==> config.mk <==
export PLATFORM = sky130hd
export DESIGN_NAME = i2c_slave_engine
export DESIGN_NICKNAME = d
export VERILOG_FILES = /design/src/rtl/i2c_slave_engine.sv
export SDC_FILE = /design/constraint.sdc
export NUM_CORES = 1
export LEC_CHECK = 0
export BUFFER_PORTS_ARGS = -buffer_cell sky130_fd_sc_hd__buf_2
export CAP_MARGIN = 20
export CORE_AREA = 2 2 75 77
export DETAILED_ROUTE_END_ITERATION = 6
export DIE_AREA = 0 0 77 79
export GPL_TIMING_DRIVEN = 1
export PLACE_DENSITY = 0.77
export SETUP_SLACK_MARGIN = 0.3
export SLEW_MARGIN = 5
export SYNTH_ARGS = -nofsm -noshare
export SYNTH_HDL_FRONTEND = slang
export SYNTH_SLANG_ARGS = --single-unit
==> constraint.sdc <==
create_clock -name clk -period 2.45 [get_ports clk]
set_input_delay 0.3675 -clock clk [delete_from_list [all_inputs] [get_ports clk]]
set_output_delay 0.3675 -clock clk [all_outputs]
set_load 0.02 [all_outputs]
==> src/rtl/i2c_slave_engine.sv <==
// i2c_slave_engine: byte-level I2C slave with filtered inputs, masked
// address match and syn/ack byte handshakes; SCL is never stretched.
// Ports:
//   clk, reset_n (async active-low)
//   scl, sda: raw bus inputs
//   sda_pd: 1 = pull SDA low
//   i2c_device_addr: last matched 7-bit address
//   rxd_syn/rxd_data/rxd_ack: write bytes to the consumer
//   txd_syn/txd_data/txd_ack: read bytes from the producer

module i2c_slave_engine #(
  parameter logic [6:0] ADDR_BASE   = 7'h0f,
  parameter logic [6:0] ADDR_MASK   = 7'h70,
  parameter int         FILTER_LEN  = 3,
  parameter int         HOLD_CYCLES = 4
) (
  input  logic       clk,
  input  logic       reset_n,
  input  logic       scl,
  input  logic       sda,
  output logic       sda_pd,
  output logic [6:0] i2c_device_addr,
  output logic       rxd_syn,
  output logic [7:0] rxd_data,
  input  logic       rxd_ack,
  input  logic       txd_syn,
  input  logic [7:0] txd_data,
  output logic       txd_ack
);

  localparam int FW = $clog2(FILTER_LEN + 1);
  localparam int HW = $clog2(HOLD_CYCLES + 1);

  localparam logic [FW-1:0] FMAX = FW'(FILTER_LEN - 1);
  localparam logic [HW-1:0] HMAX = HW'(HOLD_CYCLES);
  localparam logic [HW-1:0] HONE = HW'(1);

  typedef enum logic [3:0] {
    IDLE,
    ADDR,
    ADDR_ACK,
    WR_DATA,
    WR_ACK,
    RD_LOAD,
    RD_DATA,
    RD_ACK,
    RD_DONE
  } state_t;

  state_t state;
  state_t state_n;

  logic [1:0]    scl_s;
  logic [1:0]    sda_s;
  logic          scl_f;
  logic          sda_f;
  logic          scl_q;
  logic          sda_q;
  logic [FW-1:0] scl_c;
  logic [FW-1:0] sda_c;
  logic [HW-1:0] hold_c;
  logic [7:0]    shift;
  logic [7:0]    tx_byte;
  logic [3:0]    bit_cnt;
  logic          ack_flag;
  logic          mst_ack;

  logic scl_rise;
  logic scl_fall;
  logic start;
  logic stop;
  logic match;
  logic take;
  logic addr_hit;
  logic wr_done;
  logic drive;

  // Synchronizer plus stability filter; idle bus level is high.
  always_ff @(posedge clk or negedge reset_n) begin
    if (!reset_n) begin
      scl_s <= 2'b11;
      sda_s <= 2'b11;
      scl_f <= 1'b1;
      sda_f <= 1'b1;
      scl_q <= 1'b1;
      sda_q <= 1'b1;
      scl_c <= '0;
      sda_c <= '0;
    end else begin
      scl_s <= {scl_s[0], scl};
      sda_s <= {sda_s[0], sda};
      scl_q <= scl_f;
      sda_q <= sda_f;
      if (scl_s[1] == scl_f) begin
        scl_c <= '0;
      end else if (scl_c == FMAX) begin
        scl_f <= scl_s[1];
        scl_c <= '0;
      end else begin
        scl_c <= scl_c + 1'b1;
      end
      if (sda_s[1] == sda_f) begin
        sda_c <= '0;
      end else if (sda_c == FMAX) begin
        sda_f <= sda_s[1];
        sda_c <= '0;
      end else begin
        sda_c <= sda_c + 1'b1;
      end
    end
  end

  assign scl_rise = scl_f & ~scl_q;
  assign scl_fall = ~scl_f & scl_q;
  assign start    = scl_f & scl_q & sda_q & ~sda_f;
  assign stop     = scl_f & scl_q & ~sda_q & sda_f;

  assign match = (shift[7:1] & ADDR_MASK) == (ADDR_BASE & ADDR_MASK);

  // A byte is accepted if nothing is pending or the pending
  // one is being acknowledged in this same cycle.
  assign take = ~rxd_syn | rxd_ack;

  always_ff @(posedge clk or negedge reset_n) begin
    if (!reset_n) begin
      state <= IDLE;
    end else begin
      state <= state_n;
    end
  end

  always_comb begin
    state_n  = state;
    addr_hit = 1'b0;
    wr_done  = 1'b0;
    unique case (1'b1)
      start: state_n = ADDR;
      stop:  state_n = IDLE;
      default: begin
        unique case (state)
          IDLE: state_n = IDLE;
          ADDR: begin
            if (scl_fall && bit_cnt == 4'd8) begin
              addr_hit = match;
              state_n  = match ? ADDR_ACK : IDLE;
            end
          end
          ADDR_ACK: begin
            if (scl_fall) begin
              state_n = shift[0] ? RD_LOAD : WR_DATA;
            end
          end
          WR_DATA: begin
            if (scl_fall && bit_cnt == 4'd8) begin
              wr_done = 1'b1;
              state_n = WR_ACK;
            end
          end
          WR_ACK: begin
            if (scl_fall) begin
              state_n = WR_DATA;
            end
          end
          RD_LOAD: state_n = RD_DATA;
          RD_DATA: begin
            if (scl_fall && bit_cnt == 4'd7) begin
              state_n = RD_ACK;
            end
          end
          RD_ACK: begin
            if (scl_fall) begin
              state_n = mst_ack ? RD_LOAD : RD_DONE;
            end
          end
          RD_DONE: state_n = RD_DONE;
          default: state_n = IDLE;
        endcase
      end
    endcase
  end

  // Level the slave wants on SDA once the hold time has elapsed.
  always_comb begin
    drive = 1'b0;
    unique case (state)
      ADDR_ACK: drive = 1'b1;
      WR_ACK:   drive = ack_flag;
      RD_DATA:  drive = ~tx_byte[3'd7 - bit_cnt[2:0]];
      default:  drive = 1'b0;
    endcase
  end

  // Write and address bits are counted on SCL rise; read bits on
  // SCL fall, since that is when the next bit is put on the bus.
  always_ff @(posedge clk or negedge reset_n) begin
    if (!reset_n) begin
      bit_cnt         <= '0;
      shift           <= '0;
      tx_byte         <= '0;
      ack_flag        <= 1'b0;
      mst_ack         <= 1'b0;
      i2c_device_addr <= '0;
      rxd_syn         <= 1'b0;
      rxd_data        <= '0;
      txd_ack         <= 1'b0;
    end else begin
      if (start || state_n != state) begin
        bit_cnt <= '0;
      end else if (scl_rise && (state == ADDR || state == WR_DATA)) begin
        bit_cnt <= bit_cnt + 1'b1;
      end else if (scl_fall && state == RD_DATA) begin
        bit_cnt <= bit_cnt + 1'b1;
      end
      if (scl_rise && (state == ADDR || state == WR_DATA)) begin
        shift <= {shift[6:0], sda_f};
      end
      if (scl_rise && state == RD_ACK) begin
        mst_ack <= ~sda_f;
      end
      if (addr_hit) begin
        i2c_device_addr <= shift[7:1];
      end
      if (wr_done) begin
        ack_flag <= take;
        if (take) begin
          rxd_data <= shift;
        end
      end
      if (wr_done && take) begin
        rxd_syn <= 1'b1;
      end else if (rxd_ack) begin
        rxd_syn <= 1'b0;
      end
      txd_ack <= 1'b0;
      if (state == RD_LOAD) begin
        txd_ack <= txd_syn;
        tx_byte <= txd_syn ? txd_data : 8'hff;
      end
    end
  end

  // SDA only moves HOLD_CYCLES after a filtered SCL fall, except that
  // START/STOP release the bus at once.
  always_ff @(posedge clk or negedge reset_n) begin
    if (!reset_n) begin
      hold_c <= '0;
      sda_pd <= 1'b0;
    end else if (start || stop) begin
      hold_c <= '0;
      sda_pd <= 1'b0;
    end else if (scl_fall) begin
      hold_c <= HMAX;
    end else if (hold_c != '0) begin
      hold_c <= hold_c - 1'b1;
      if (hold_c == HONE) begin
        sda_pd <= drive;
      end
    end
  end

endmodule

==> impl_metrics.yaml, run 1 <==
clock_tree:
  numCtsBuffers: 9
  clk_pin_slew_worst_paths_ns: 0.07
  root_buffer: "clkbuf_8"
  hold_buffers: 0
  cts_tree: "built"
  clockBufferDepth: 2
  clkSinkCount: 59
  clkLatencyLatePin_ns: 0.34
  htree_levels: 3
placed_design:
  port_buffers: 31
  hpwlAfterDp_um: 3770
  gp_congestion: 0.810
  pre_cts_slack_ns: 0.365
critical_path:
  r2r_end: "rxd_data[3]"
  cp_max_fo: 11
  cp.arrival_ns: 2.26
  reg2reg_depth: 5
  endpoint_kind: "register"
  regToRegStartpoint: "scl_q"
  rrSetupSlack_ns: 0.42
  worst_setup_path_start_kind: "register"
  crit_type: "reg -> reg"
  crit_end: "rxd_data[3]"
  required_ns: 2.68
  critical_path.startpoint: "scl_q"
flow_run:
  cap_violations: 0
route:
  via_per_inst: 5.64
  firstDrtPassIters: 4
  wirelength_um: 5410
  ant_nets: 0
  vias: 2003
  drt_iter0_markers: 186
  wl_per_cell_um: 15.2
  remaining_drc_errors: 0
global_routing:
  grt_pass1_vias: 1878
  grt_max_degree: 33
  grt_antenna_before_repair: 0
  grt-ovfl-total: 0
  grt_pass1_wl_um: 8940
  grt_usage_pct: 19.2
die:
  rows: 27
  ios: 32
  die_h_um: 79
  die_w_um: 77
  initial_core_util_pct: 55.0
  die_area_um2: 6080
  core-area_um2: 5340
timing:
  hold_viol_final: 0
  finalClockSkew_ns: 0.00528
  max-slew-margin-rel_pct: 52.0
  worst_hold_slack_ns: 0.0760
  finalSetupTns_ns: 0
  period_needed_ns: 2.03
  tightestPinTransition_ns: 0.720
  post-route-period-util_pct: 83.0
  finalSetupViolations: 0
  layout_setup_ws_ns: 0.417
  max_freq_mhz: 492
  finalMaxSlewViolations: 0
  rsz0062_at_grt: "false"
pwr:
  vdd_drop_max_mv: 0.607
  p_leak_nw: 1.48
  powerDensity_nw_per_um2: 916
synth:
  synthMuxAreaShare_pct: 11.7
  synth-adder-area-share_pct: 2.13
  synth.distinct_cells: 60
  async_flop_share_pct: 100
  synth-compound-area-share_pct: 11.8
  yosys_warnings: 0
  synth_top_family_by_area: "simple AND/OR/NAND/NOR gates"
  syn-num-nets: 264
  syn-cell-area_um2: 2940
  synthSimpleGateAreaFrac_pct: 15.2
  syn_inst: 245
  synth-xor-area-share_pct: 2.94
  synth-edff-count: 0
  synth_seq_cells: 59
  yosysSeqAreaShare_pct: 50.6
  synth_ff_type: "dfrtp_1"
  avgSynthCellArea_um2: 12.0
finish:
  fin_nets: 297
  diodes: 0
  fillers: 430
  syn_to_final_growth_pct: 13.4
  drive_gt1_share_pct: 36.0
hold_path:
  min_path_type: "in -> async"
run_status:
  status: "finished clean"
==> how the worst min path moves through the flow <==
stage	start	end	slack, ns	cells past startpoint
6_report	reset_n	shift[3]	0.08	1
5_1_grt	scl	scl_s[0]	0.10	1
4_1_cts	reset_n	shift[7]	0.09	1
3_5_place_dp	sda_s[0]	sda_s[1]	0.35	0
3_3_place_gp	sda_s[0]	sda_s[1]	0.35	0
2_1_floorplan	reset_n	ack_flag	0.07	0
==> critical path, stage by stage, from the launching register on <==
cell and delay [ns]:
dfstp_2 0.59, nor2b_4 0.33, and2_4 0.22, nand3_4 0.08, a21oi_4 0.36, mux2_4 0.34
==> metrics by stage <==
stage                     cell area (um^2)  instances  power, W  util, %
after floorplan                       2940        245   0.00203        -
after global placement                3130        339   0.00219     58.6
after detailed placement              3130        339   0.00221     58.6
after CTS                             3310        355   0.00304     62.1
after global routing                  3330        355   0.00324     62.4
final                                 3330        355   0.00305     62.4
==> power by group <==
| group | internal (W) | switching, W | leakage, nW | total (W) |
|---|---|---|---|---|
| clock | 0.000423 | 0.000399 | 0.0880 | 0.000822 |
| sequential | 0.00117 | 0.000207 | 0.727 | 0.00138 |
| combinational | 0.000402 | 0.000449 | 0.668 | 0.000851 |
==> Yosys cell counts, types with 3 or more instances <==
| library cell | count | area [um^2] |
|---|---|---|
| o21ai_0 | 8 | 40.0 |
| buf_4 | 3 | 22.5 |
| nand2b_1 | 5 | 31.3 |
| xnor2_1 | 8 | 70.1 |
| buf_6 | 5 | 56.3 |
| a31oi_1 | 10 | 62.6 |
| dfrtp_1 | 51 | 1280 |
| and2_1 | 4 | 25.0 |
| nand2_1 | 4 | 15.0 |
| mux2_4 | 8 | 120 |
| inv_1 | 16 | 60.1 |
| dfstp_2 | 8 | 210 |
| nor4_1 | 5 | 31.3 |
| a21oi_1 | 9 | 45.0 |
| mux2_2 | 14 | 158 |
| ha_1 | 5 | 62.6 |
| nor3_1 | 8 | 40.0 |
| nor2_1 | 18 | 67.6 |
| nor3b_1 | 5 | 37.5 |
==> layout by cell type, fill, tap and decap left out, types with 2 or more instances in the layout <==
master / synthesis / layout
inv_1: 16 / 16
o21ai_0: 8 / 8
nor3_1: 8 / 8
a21oi_1: 9 / 9
buf_4: 3 / 3
mux2i_1: 2 / 2
xnor2_1: 8 / 8
o31ai_1: 2 / 2
nand2_1: 4 / 4
and3b_1: 2 / 2
nor2b_1: 2 / 2
buf_2: 2 / 31
a2111oi_0: 2 / 2
dfstp_2: 8 / 8
a31oi_1: 10 / 10
and2_1: 4 / 4
nand2b_1: 5 / 5
ha_1: 5 / 5
dfrtp_1: 51 / 49
nand3_1: 2 / 2
nor3b_1: 5 / 5
nor2_1: 18 / 18
mux2_4: 8 / 8
dfrtp_2: 0 / 2
mux4_2: 2 / 2
clkbuf_8: 0 / 11
clkinvlp_4: 0 / 3
mux2_2: 14 / 14
nor4_1: 5 / 5
==> cells by family after synthesis <==
logic type	count (synthesis)
AOI/OAI and AO/OA	46
xor gates and xnor gates	9
adders and majority gates	5
buffers and inverters	30
DFF	59
muxes	26
and+or+nand+nor	70
==> cell type report <==
class	count	area, um^2	area share (%)
Inverter	17	63.8	1.92
Sequential cell	59	1490	44.7
Multi-Input combinational cell	156	1300	39.1
Clock inverter	5	36.3	1.09
Tap cell	72	90.1	2.70
Clock buffer	11	151	4.55
Timing Repair Buffer	35	198	5.94
==> metal layers <==
layer  vias to the layer above  track usage (%)  share of wire, %
met4                         0             11.8               2.6
met5                         -                0                 0
met3                        14             4.89               5.8
li1                        941                -                 -
met2                        58             27.5                47
met1                       990             26.4                44
==> flip-flops by register name, indices dropped and copies added (netlist names) <==
register / count
state: 4
sda_c: 2
sda_pd: 1
scl_q: 1
rxd_syn: 1
scl_c: 2
bit_cnt: 4
shift: 8
tx_byte: 8
sda_q: 1
rxd_data: 8
sda_f: 1
i2c_device_addr: 7
sda_s: 2
mst_ack: 1
ack_flag: 1
scl_s: 2
scl_f: 1
txd_ack: 1
hold_c: 3
==> timing repair <==
action,in CTS,in global routing
endpoints found under the setup margin,0,4
buffers inserted,0,0
hold endpoints to repair,0,0
gates resized for setup,0,4
Power figures use the tool's default switching activity.
==> run 2, diff against run 1 <==
--- a/config.mk
+++ b/config.mk
@@ -7,11 +7,11 @@
 export LEC_CHECK = 0
 export BUFFER_PORTS_ARGS = -buffer_cell sky130_fd_sc_hd__buf_2
 export CAP_MARGIN = 20
-export CORE_AREA = 2 2 75 77
+export CORE_AREA = 2 2 79 81
 export DETAILED_ROUTE_END_ITERATION = 6
-export DIE_AREA = 0 0 77 79
+export DIE_AREA = 0 0 81 83
 export GPL_TIMING_DRIVEN = 1
-export PLACE_DENSITY = 0.77
+export PLACE_DENSITY = 0.73
 export SETUP_SLACK_MARGIN = 0.3
 export SLEW_MARGIN = 5
 export SYNTH_ARGS = -nofsm -noshare
==> constraint.sdc (replaced) <==
create_clock -name clk -period 1.8 [get_ports clk]
set_input_delay 0.27 -clock clk [delete_from_list [all_inputs] [get_ports clk]]
set_output_delay 0.27 -clock clk [all_outputs]
set_load 0.02 [all_outputs]
==> run 2 against run 1 <==
Compared with the run above:
- the flow now finishes with violations (negative setup slack)
- count of clock-buffer cells in the layout up 2
- sequential share of layout area fell by 5.1 points
- non-clock buffer count grew 34
- setup slack worse by 0.47 ns
- largest cell class unchanged
- clock skew is 0.0077 ns higher
- critical endpoint is now bit_cnt[3]
- total power up 56%
- global-route usage grew 0.33 points
- core utilization is 2.4 points higher
- first-iteration DRC count shrank 37%
- design area up 13%
==> impl_metrics.yaml, run 2 (same netlist as run 1, synthesis figures left out) <==
pwr:
  power.total_w: 0.00476
  powerDensity_nw_per_um2: 1260
  vdd_drop_max_mv: 0.846
  internal-power_w: 0.00318
  pwr-share-seq_pct: 38.6
  switching_power_w: 0.00158
  pwr-share-comb_pct: 37.0
  swShare_pct: 33.1
  pwr-share-clk_pct: 24.4
  p_leak_nw: 1.74
global_routing:
  grt_usage_pct: 19.6
  grt_pass1_vias: 2153
  grt_antenna_before_repair: 0
  grt_max_degree: 60
  grt-ovfl-total: 0
  grt_pass1_wl_um: 10000
finish:
  fin_nets: 331
  layout_commonest_cell: "dfrtp_1"
  final_cells: 392
  final_cell_mix: "48 x dfrtp_1, 31 x buf_2, 30 x buf_4, 20 x mux2_4, 17 x nor2_1"
  drive_gt1_share_pct: 46.7
  syn_to_final_growth_pct: 28.2
  diodes: 0
  utilization_pct: 64.8
  top_regs: "rxd_data (8), shift (8), tx_byte (8)"
route:
  drt_iter0_markers: 117
  wl_per_cell_um: 15.4
  ant_nets: 0
  wirelength_um: 6050
  remaining_drc_errors: 0
  via_per_inst: 5.42
  vias: 2123
  firstDrtPassIters: 4
timing:
  max-slew-margin-rel_pct: 66.8
  post-route-period-util_pct: 103
  layout_setup_ws_ns: -0.0533
  finalSetupTns_ns: -0.209
  hold_viol_final: 0
  finalClockSkew_ns: 0.0130
  tightestPinTransition_ns: 0.498
  period_needed_ns: 1.85
  finalMaxSlewViolations: 0
  max_freq_mhz: 540
  rsz0062_at_grt: "true"
  finalSetupViolations: 7
clock_tree:
  clkLatencyLatePin_ns: 0.34
  cts_tree: "built"
  clkSinkCount: 59
  root_buffer: "clkbuf_8"
  clk_pin_slew_worst_paths_ns: 0.06
  htree_levels: 3
  clockBufferDepth: 2
  numCtsBuffers: 9
die:
  die_w_um: 81
  die_area_um2: 6720
  ios: 32
  die_h_um: 83
  core-area_um2: 5820
  rows: 28
  initial_core_util_pct: 50.5
hold_path:
  min_path_cells: 1
  min_from: "scl"
  min_path_type: "in -> reg"
  holdPathEnd: "scl_s[0]"
flow_run:
  cap_violations: 0
critical_path:
  endpoint_kind: "register"
  required_ns: 2.00
  rrSetupSlack_ns: -0.05
  crit_type: "reg -> reg"
  cp.arrival_ns: 2.05
  worst_setup_path_start_kind: "register"
  cp_max_fo: 5
  reg2reg_depth: 7
  r2r_end: "bit_cnt[3]"
  regToRegStartpoint: "scl_q"
placed_design:
  dp_cells: 367
  port_buffers: 31
  hpwlAfterDp_um: 3810
  gp_congestion: 0.915
run_status:
  violations: "negative setup slack"
  status: "finished with violations"
[run 2: cell count changes in the layout (fill, tap and decap cells not counted), sizes merged]
cell / previous run / this run
clkbuf: 11 / 13
clkinv: 1 / 2
buf: 35 / 68
dlygate4sd3: 0 / 1
clkinvlp: 3 / 0
inv: 18 / 17
bufinv: 0 / 1
[run 2: layout make-up]
cell class / instances / area, um^2
well taps: 75 / 93.8
fillers: 446 / 2050
clock inverters: 3 / 40.0
inverters: 17 / 63.8
repair buffers: 69 / 495
multi-input cells: 156 / 1430
clock buffers: 13 / 149
flip-flops and latches: 59 / 1490
[run 2: worst max-delay path, cell delays in order, from the launching register on]
cell      delay (ns)
dfstp_2         0.55
nor2b_4         0.22
buf_4           0.15
o211ai_1        0.12
a221o_1         0.36
o311ai_2        0.07
buf_4           0.19
nor4_2          0.04
[run 2: worst max-delay path by stage]
| stage | start | end | slack, ns | cells after the start |
|---|---|---|---|---|
| floorplan | scl_q | rxd_data[0] | -0.03 | 6 |
| global placement | state[1] | bit_cnt[0] | 0.006 | 5 |
| detailed placement | scl_q | rxd_data[7] | -0.03 | 6 |
| CTS | bit_cnt[0] | rxd_data[4] | -0.01 | 8 |
| global route | state[0] | bit_cnt[3] | -0.17 | 5 |
| finish | scl_q | bit_cnt[3] | -0.05 | 7 |
[run 2: power groups by stage]
stage	Clock [W]	Combinational, W	Sequential [W]
floorplan	0	0.000981	0.00181
global placement	0	0.00129	0.00183
detailed placement	0	0.00131	0.00185
CTS	0.00119	0.00160	0.00182
global route	0.00125	0.00191	0.00187
finish	0.00116	0.00176	0.00184
[run 2: what timing repair did]
action                                 4_1_cts  5_1_grt
buffers inserted                             7        1
setup endpoints to repair                   32       34
hold buffers                                 1        0
endpoints found under the hold margin       51        0
pin swaps                                    4        4
resized for setup                           19       23
[run 2: routing by layer]
layer	vias up	wire [um]	track usage, %
met1	1060	2700	26.8
met2	50	3010	29.2
met5	-	0	0
met3	6	259	4.24
met4	0	76	9.71
li1	1007	-	-
[run 2: per-stage QoR]
stage | cell area, um^2 | worst slack, ns | hold WS (ns)
2_1_floorplan | 2950 | -0.0316 | -0.0256
3_3_place_gp | 3330 | 0.00588 | 0.295
3_5_place_dp | 3330 | -0.0312 | 0.299
4_1_cts | 3660 | -0.0128 | 0.0155
5_1_grt | 3770 | -0.165 | 0.0170
6_report | 3770 | -0.0533 | 0.0336
